`config.mk`:
```
export PLATFORM = sky130hd
export DESIGN_NAME = bitrev_reorder_buf_flat
export DESIGN_NICKNAME = d
export VERILOG_FILES = /design/src/rtl/bitrev_reorder_buf_if.sv /design/src/rtl/bitrev_reorder_buf.sv /design/src/flat_wrapper.sv
export SDC_FILE = /design/constraint.sdc
export NUM_CORES = 1
export LEC_CHECK = 0
export ABC_AREA = 1
export CORE_AREA = 2 2 168 137
export CTS_CLUSTER_DIAMETER = 50
export DETAILED_ROUTE_END_ITERATION = 12
export DIE_AREA = 0 0 170 139
export GPL_TIMING_DRIVEN = 0
export PLACE_DENSITY = 0.45
export SLEW_MARGIN = 10
export SYNTH_ARGS = -nofsm -noshare
export SYNTH_HDL_FRONTEND = slang
export SYNTH_SLANG_ARGS = --single-unit
```
`constraint.sdc`:
```
create_clock -name clk -period 3.85 [get_ports clk]
set_input_delay 1.155 -clock clk [delete_from_list [all_inputs] [get_ports clk]]
set_output_delay 1.155 -clock clk [all_outputs]
set_load 0.01 [all_outputs]
```
`src/rtl/bitrev_reorder_buf_if.sv`:
```
// Stream handshake bundle for bitrev_reorder_buf: natural-order input side (s_*)
// and bit-reversed output side (m_*).
interface bitrev_reorder_buf_if #(
  parameter int unsigned DATA_W = 8
) ();
  logic              s_valid;
  logic              s_ready;
  logic [DATA_W-1:0] s_data;
  logic              m_valid;
  logic              m_ready;
  logic [DATA_W-1:0] m_data;
  logic              m_last;

  modport master (
    output s_valid, s_data, m_ready,
    input  s_ready, m_valid, m_data, m_last
  );

  modport slave (
    input  s_valid, s_data, m_ready,
    output s_ready, m_valid, m_data, m_last
  );
endinterface

```
`src/rtl/bitrev_reorder_buf.sv`:
```
// Ping-pong frame buffer: writes samples in natural order, reads them back in
// bit-reversed order. Optional frame counter output enabled by BITREV_FRAME_CNT_EN.
module bitrev_reorder_buf #(
  parameter int unsigned DATA_W    = 8,
  parameter int unsigned LOG_N_MAX = 3
) (
  input  logic                 clk,
  input  logic                 rst_n,
  input  logic [7:0]           cfg_log_n,
`ifdef BITREV_FRAME_CNT_EN
  output logic [15:0]          frame_cnt,
`endif
  bitrev_reorder_buf_if.slave  bus
);

  localparam int unsigned NMax = 2 ** LOG_N_MAX;
  localparam int unsigned LW   = $clog2(LOG_N_MAX + 1);
  localparam int unsigned CW   = LOG_N_MAX;

  typedef enum logic [1:0] {StEmpty, StFilling, StFull} bank_st_e;

  bank_st_e          st_q     [2];
  logic [LW-1:0]     n_q      [2];
  logic [DATA_W-1:0] mem_q    [2][NMax];
  logic              wr_ptr_q, rd_ptr_q;
  logic [CW-1:0]     wr_cnt_q, rd_cnt_q;
  logic              init_q;

  logic              s_fire, m_fire;
  logic [LW-1:0]     wr_n, rd_n;
  logic              wr_last, rd_last;
  logic [CW-1:0]     rev_full, rd_addr;

  function automatic logic [LW-1:0] clamp_n(input logic [7:0] cfg);
    if (cfg == 8'd0)                 return LW'(1);
    else if (cfg > 8'(LOG_N_MAX))    return LW'(LOG_N_MAX);
    else                             return cfg[LW-1:0];
  endfunction

  function automatic logic [CW-1:0] last_idx(input logic [LW-1:0] n);
    return ~({CW{1'b1}} << n);
  endfunction

  // A bank's length is taken from cfg_log_n only on its first sample.
  assign wr_n    = (st_q[wr_ptr_q] == StEmpty) ? clamp_n(cfg_log_n) : n_q[wr_ptr_q];
  assign rd_n    = n_q[rd_ptr_q];
  assign wr_last = (wr_cnt_q == last_idx(wr_n));
  assign rd_last = (rd_cnt_q == last_idx(rd_n));

  // Full-width reverse, then shift down so only the low n bits are reversed.
  always_comb begin
    rev_full = '0;
    for (int i = 0; i < int'(CW); i++) begin
      rev_full[i] = rd_cnt_q[CW-1-i];
    end
  end
  assign rd_addr = rev_full >> (LW'(LOG_N_MAX) - rd_n);

  // init_q keeps s_ready low until the first edge after reset release.
  assign bus.s_ready = init_q && (st_q[wr_ptr_q] != StFull);
  assign bus.m_valid = (st_q[rd_ptr_q] == StFull);
  assign bus.m_data  = bus.m_valid ? mem_q[rd_ptr_q][rd_addr] : '0;
  assign bus.m_last  = bus.m_valid && rd_last;

  assign s_fire = bus.s_valid && bus.s_ready;
  assign m_fire = bus.m_valid && bus.m_ready;

  always_ff @(posedge clk or negedge rst_n) begin
    if (!rst_n) begin
      for (int b = 0; b < 2; b++) begin
        st_q[b] <= StEmpty;
        n_q[b]  <= LW'(1);
      end
      wr_ptr_q <= 1'b0;
      rd_ptr_q <= 1'b0;
      wr_cnt_q <= '0;
      rd_cnt_q <= '0;
      init_q   <= 1'b0;
    end else begin
      init_q <= 1'b1;
      if (s_fire) begin
        if (st_q[wr_ptr_q] == StEmpty) begin
          n_q[wr_ptr_q] <= wr_n;
        end
        if (wr_last) begin
          st_q[wr_ptr_q] <= StFull;
          wr_ptr_q       <= ~wr_ptr_q;
          wr_cnt_q       <= '0;
        end else begin
          st_q[wr_ptr_q] <= StFilling;
          wr_cnt_q       <= wr_cnt_q + 1'b1;
        end
      end
      // Read bank is FULL whenever m_fire, so it never collides with the write bank.
      if (m_fire) begin
        if (rd_last) begin
          st_q[rd_ptr_q] <= StEmpty;
          rd_ptr_q       <= ~rd_ptr_q;
          rd_cnt_q       <= '0;
        end else begin
          rd_cnt_q <= rd_cnt_q + 1'b1;
        end
      end
    end
  end

  always_ff @(posedge clk) begin
    if (s_fire) begin
      mem_q[wr_ptr_q][wr_cnt_q] <= bus.s_data;
    end
  end

`ifdef BITREV_FRAME_CNT_EN
  always_ff @(posedge clk or negedge rst_n) begin
    if (!rst_n) begin
      frame_cnt <= 16'd0;
    end else if (m_fire && rd_last) begin
      frame_cnt <= frame_cnt + 16'd1;
    end
  end
`endif

endmodule

```
`src/flat_wrapper.sv`:
```
// flat-port wrapper written by rule: the top's interface ports become plain ports
module bitrev_reorder_buf_flat 
#(
  parameter int unsigned DATA_W    = 8,
  parameter int unsigned LOG_N_MAX = 3
)
  (clk, rst_n, cfg_log_n, bus_s_valid, bus_s_data, bus_m_ready, bus_s_ready, bus_m_valid, bus_m_data, bus_m_last);
  bitrev_reorder_buf_if #(.DATA_W(DATA_W)) bus_i ();
  input  logic clk;
  input  logic rst_n;
  input  logic [7:0] cfg_log_n;
  input wire logic [$bits(bus_i.s_valid)-1:0] bus_s_valid;
  input wire logic [$bits(bus_i.s_data)-1:0] bus_s_data;
  input wire logic [$bits(bus_i.m_ready)-1:0] bus_m_ready;
  output wire logic [$bits(bus_i.s_ready)-1:0] bus_s_ready;
  output wire logic [$bits(bus_i.m_valid)-1:0] bus_m_valid;
  output wire logic [$bits(bus_i.m_data)-1:0] bus_m_data;
  output wire logic [$bits(bus_i.m_last)-1:0] bus_m_last;
  assign bus_i.s_valid = bus_s_valid;
  assign bus_i.s_data = bus_s_data;
  assign bus_i.m_ready = bus_m_ready;
  assign bus_s_ready = bus_i.s_ready;
  assign bus_m_valid = bus_i.m_valid;
  assign bus_m_data = bus_i.m_data;
  assign bus_m_last = bus_i.m_last;
  bitrev_reorder_buf #(.DATA_W(DATA_W), .LOG_N_MAX(LOG_N_MAX)) u_core (.clk(clk), .rst_n(rst_n), .cfg_log_n(cfg_log_n), .bus(bus_i));
endmodule
```
==> impl_metrics.py <==
metrics = {
    "floorplanning": {
        "core_mm2": 0.0221,
        "dieArea_mm2": 0.0236,
        "die_w_um": 170,
        "die_h_um": 139,
        "rows": 49,
        "initial_utilization_pct": 29.4,
        "pin_count": 31,
    },
    "routing": {
        "drt_first_pass_iters": 5,
        "viasPerCell": 4.68,
        "antenna_left": 0,
        "drtIter0Drc": 445,
        "vias": 4539,
        "drc": 0,
        "wirelength_um": 17100,
        "wl_per_cell_um": 17.7,
    },
    "pwr": {
        "p_per_area_mw_per_mm2": 834,
        "ir_drop_v": 0.000349,
        "leakagePower_nw": 2.96,
    },
    "worst_setup_path": {
        "cp.required_ns": 2.69,
        "path_max_fanout": 10,
        "critPathArrivalTime_ns": 2.56,
        "ff2ff_setup_slack_ns": 1.25,
        "end_kind": "output port",
        "r2r_start": "u_core.wr_ptr_q$_DFFE_PN0P_",
        "r2r_cells": 8,
        "crit_type": "reg -> out",
        "r2r-end": "u_core.mem_q[1][60]$_DFFE_PP_",
        "startpoint_type": "flip-flop",
    },
    "finish": {
        "area_growth_pct": 20.2,
        "fillCellCount": 2252,
        "layout_commonest_cell": "nor2_1",
        "finalNetCount": 698,
        "n_antenna_cell": 0,
        "final_area_mm2": 0.00780,
        "mostFrequentLayoutCells": "172 x nor2_1, 128 x edfxtp_1, 110 x nand2_1",
        "drive_gt1_share_pct": 13.9,
    },
    "clock_tree": {
        "htreeDepth": 4,
        "cts_max_path_buffers": 2,
        "cts_tree": "built",
        "ctsHoldBuffers": 0,
        "cts.sinks": 145,
        "cts_root_buf": "clkbuf_16",
        "numCtsBuffers": 17,
        "clock_latency_ns": 0.43,
        "cts.clk_slew.worst_paths_ns": 0.06,
    },
    "synthesis": {
        "ys_ff_latch": 145,
        "synthDistinctLibCells": 37,
        "synth_cells": 626,
        "seq_area_frac_synth_pct": 65.9,
        "syn-num-nets": 648,
        "syn-mean-instance-area_um2": 10.4,
        "syn_area_mm2": 0.00648,
        "synth_warnings": 0,
    },
    "grt": {
        "grt_pass1_wl_um": 26500,
        "grt_max_degree": 18,
        "met2_usage_pct": 21.9,
        "first_global_vias": 4452,
        "met1_usage_pct": 22.6,
        "gr-total-overflow": 0,
        "grt_most_used_layer": "met1",
        "met3_usage_pct": 3.88,
        "grt.total_usage_pct": 15.3,
        "antenna_found_initial": 0,
    },
    "timing": {
        "worst_slew_pin_slew_ns": 0.874,
        "finalHoldViolCount": 0,
        "fmax_mhz": 269,
        "max_slew_margin_pct": 41.5,
        "setup_viol": 0,
        "finalCriticalPeriod_ns": 3.71,
        "grt_setup_unrepaired": "yes",
        "fin_skew_ns": 0.00940,
        "setup_tns_ns": 0,
        "post-route-period-util_pct": 96.4,
        "drv_slew": 0,
    },
    "hold_path": {
        "hp-class": "reg -> reg",
        "hold_path_depth": 2,
        "worstHoldStart": "u_core.n_q[0]$_DFFE_PN1P_",
        "hold_end": "u_core.n_q[0]$_DFFE_PN1P_",
    },
    "job": {
        "cap_violations": 0,
    },
    "placed_design": {
        "numPortBuffers": 30,
        "gp_congestion": 0.811,
        "dpl_cell_area_mm2": 0.00713,
        "hpwl_um": 11800,
    },
    "status": {
        "status": "complete, no violations",
    },
}
==> synthesized netlist by cell type (all sizes together) <==
library cell  count  area (um^2)
nor2            177          669
edfxtp          128         3840
nand2           119          502
o21ai            59          337
inv              28          110
nand3            28          140
buf              18          130
a21oi            17         85.1
dfrtp            15          375
clkbuf            9         35.0
o211ai            4         30.0
or2               4         25.0
xor2              4         35.0
nand4             3         18.8
dfstp             2         52.6
ha                2         25.0
o22ai             2         26.3
a21boi            1         7.51
a22oi             1         7.51
a31oi             1         6.26
conb              1         3.75
nor3              1         5.00
nor4              1         6.26
o31ai             1         7.51
==> state kept, by name, summed over array words and instances (netlist names) <==
register and count:
u_core.n_q 4, u_core.wr_ptr_q 1, u_core.init_q 1, u_core.st_q 4, u_core.wr_cnt_q 3, u_core.rd_ptr_q 1, u_core.mem_q 128, u_core.rd_cnt_q 3
==> per-layer routing <==
metal  wire, um  up-vias
met2       7450      103
met4        223        0
li1           -     2216
met5          0        -
met1       8560     2204
met3        876       16
==> what timing repair did <==
action / in CTS / in global routing
hold endpoints to repair: 0 / 0
pin swaps: 1 / 1
gates resized for setup: 22 / 13
setup endpoints to repair: 8 / 7
setup buffers: 1 / 0
==> metrics by stage <==
| stage | utilization (%) | setup WS (ns) | std cells | hold slack [ns] | power [W] |
|---|---|---|---|---|---|
| 5_1_grt | 35.3 | -0.0291 | 969 | 0.576 | 0.00694 |
| 6_report | 35.3 | 0.137 | 969 | 0.539 | 0.00651 |
| 3_5_place_dp | 32.3 | -0.0170 | 936 | 0.531 | 0.00470 |
| 2_1_floorplan | - | 1.06 | 626 | 0.491 | 0.00388 |
| 3_3_place_gp | 32.3 | 0.00114 | 936 | 0.520 | 0.00468 |
| 4_1_cts | 35.2 | 0.0744 | 969 | 0.541 | 0.00645 |
==> how the worst max path moves through the flow <==
stage                                           start       endpoint  slack (ns)  depth (start not counted)
after floorplan             u_core.n_q[2]$_DFFE_PN1P_  bus_m_data[3]        1.06                         14
after global placement    u_core.rd_ptr_q$_DFFE_PN0P_  bus_m_data[7]       0.001                          9
after detailed placement  u_core.rd_ptr_q$_DFFE_PN0P_  bus_m_data[7]       -0.02                          9
after CTS                 u_core.rd_ptr_q$_DFFE_PN0P_  bus_m_data[5]        0.07                         18
after global routing      u_core.rd_ptr_q$_DFFE_PN0P_  bus_m_data[2]       -0.03                         12
final                     u_core.rd_ptr_q$_DFFE_PN0P_  bus_m_data[2]        0.14                         16
==> worst max-delay path: stages, from the launching register on <==
cell and delay, ns:
dfrtp_1 0.37, buf_6 0.15, inv_6 0.09, nand2_8 0.06, nand2_8 0.08, nand2_1 0.08, nand2_1 0.08, nand2_2 0.08
buf_8 0.15, buf_12 0.15, o21ai_2 0.18, nand2_1 0.08, nand2_1 0.08, nand2_1 0.06, nand2_1 0.09, nor2_1 0.06
dlygate4sd2_1 0.28
==> area by class of cell <==
class	instances	area, um^2	area share, %
clock inverter	15	170	2.18
timing repair buffer	31	295	3.79
inverter	28	113	1.44
sequential	145	4270	54.8
tap	280	350	4.49
buffer	27	206	2.65
clock buffer	17	425	5.46
multi-input combinational	426	1960	25.2
==> kinds of logic after synthesis <==
kind of cell | Yosys count | share of synthesized area [%]
buffers and inverters | 55 | 4.25
and+or+nand+nor | 333 | 21.1
AOI/OAI and AO/OA | 86 | 7.82
xor gates and xnor gates | 4 | 0.540
DFF | 145 | 65.9
adders and majority gates | 2 | 0.386
other | 1 | 0.0578
==> power by group <==
part	leakage [nW]	total [W]	internal (W)	switching, W
Clock	0.288	0.00167	0.000971	0.000695
Sequential	1.35	0.00195	0.00186	0.0000894
Combinational	1.33	0.00289	0.000995	0.00189
(Power assumes the default switching activity.)
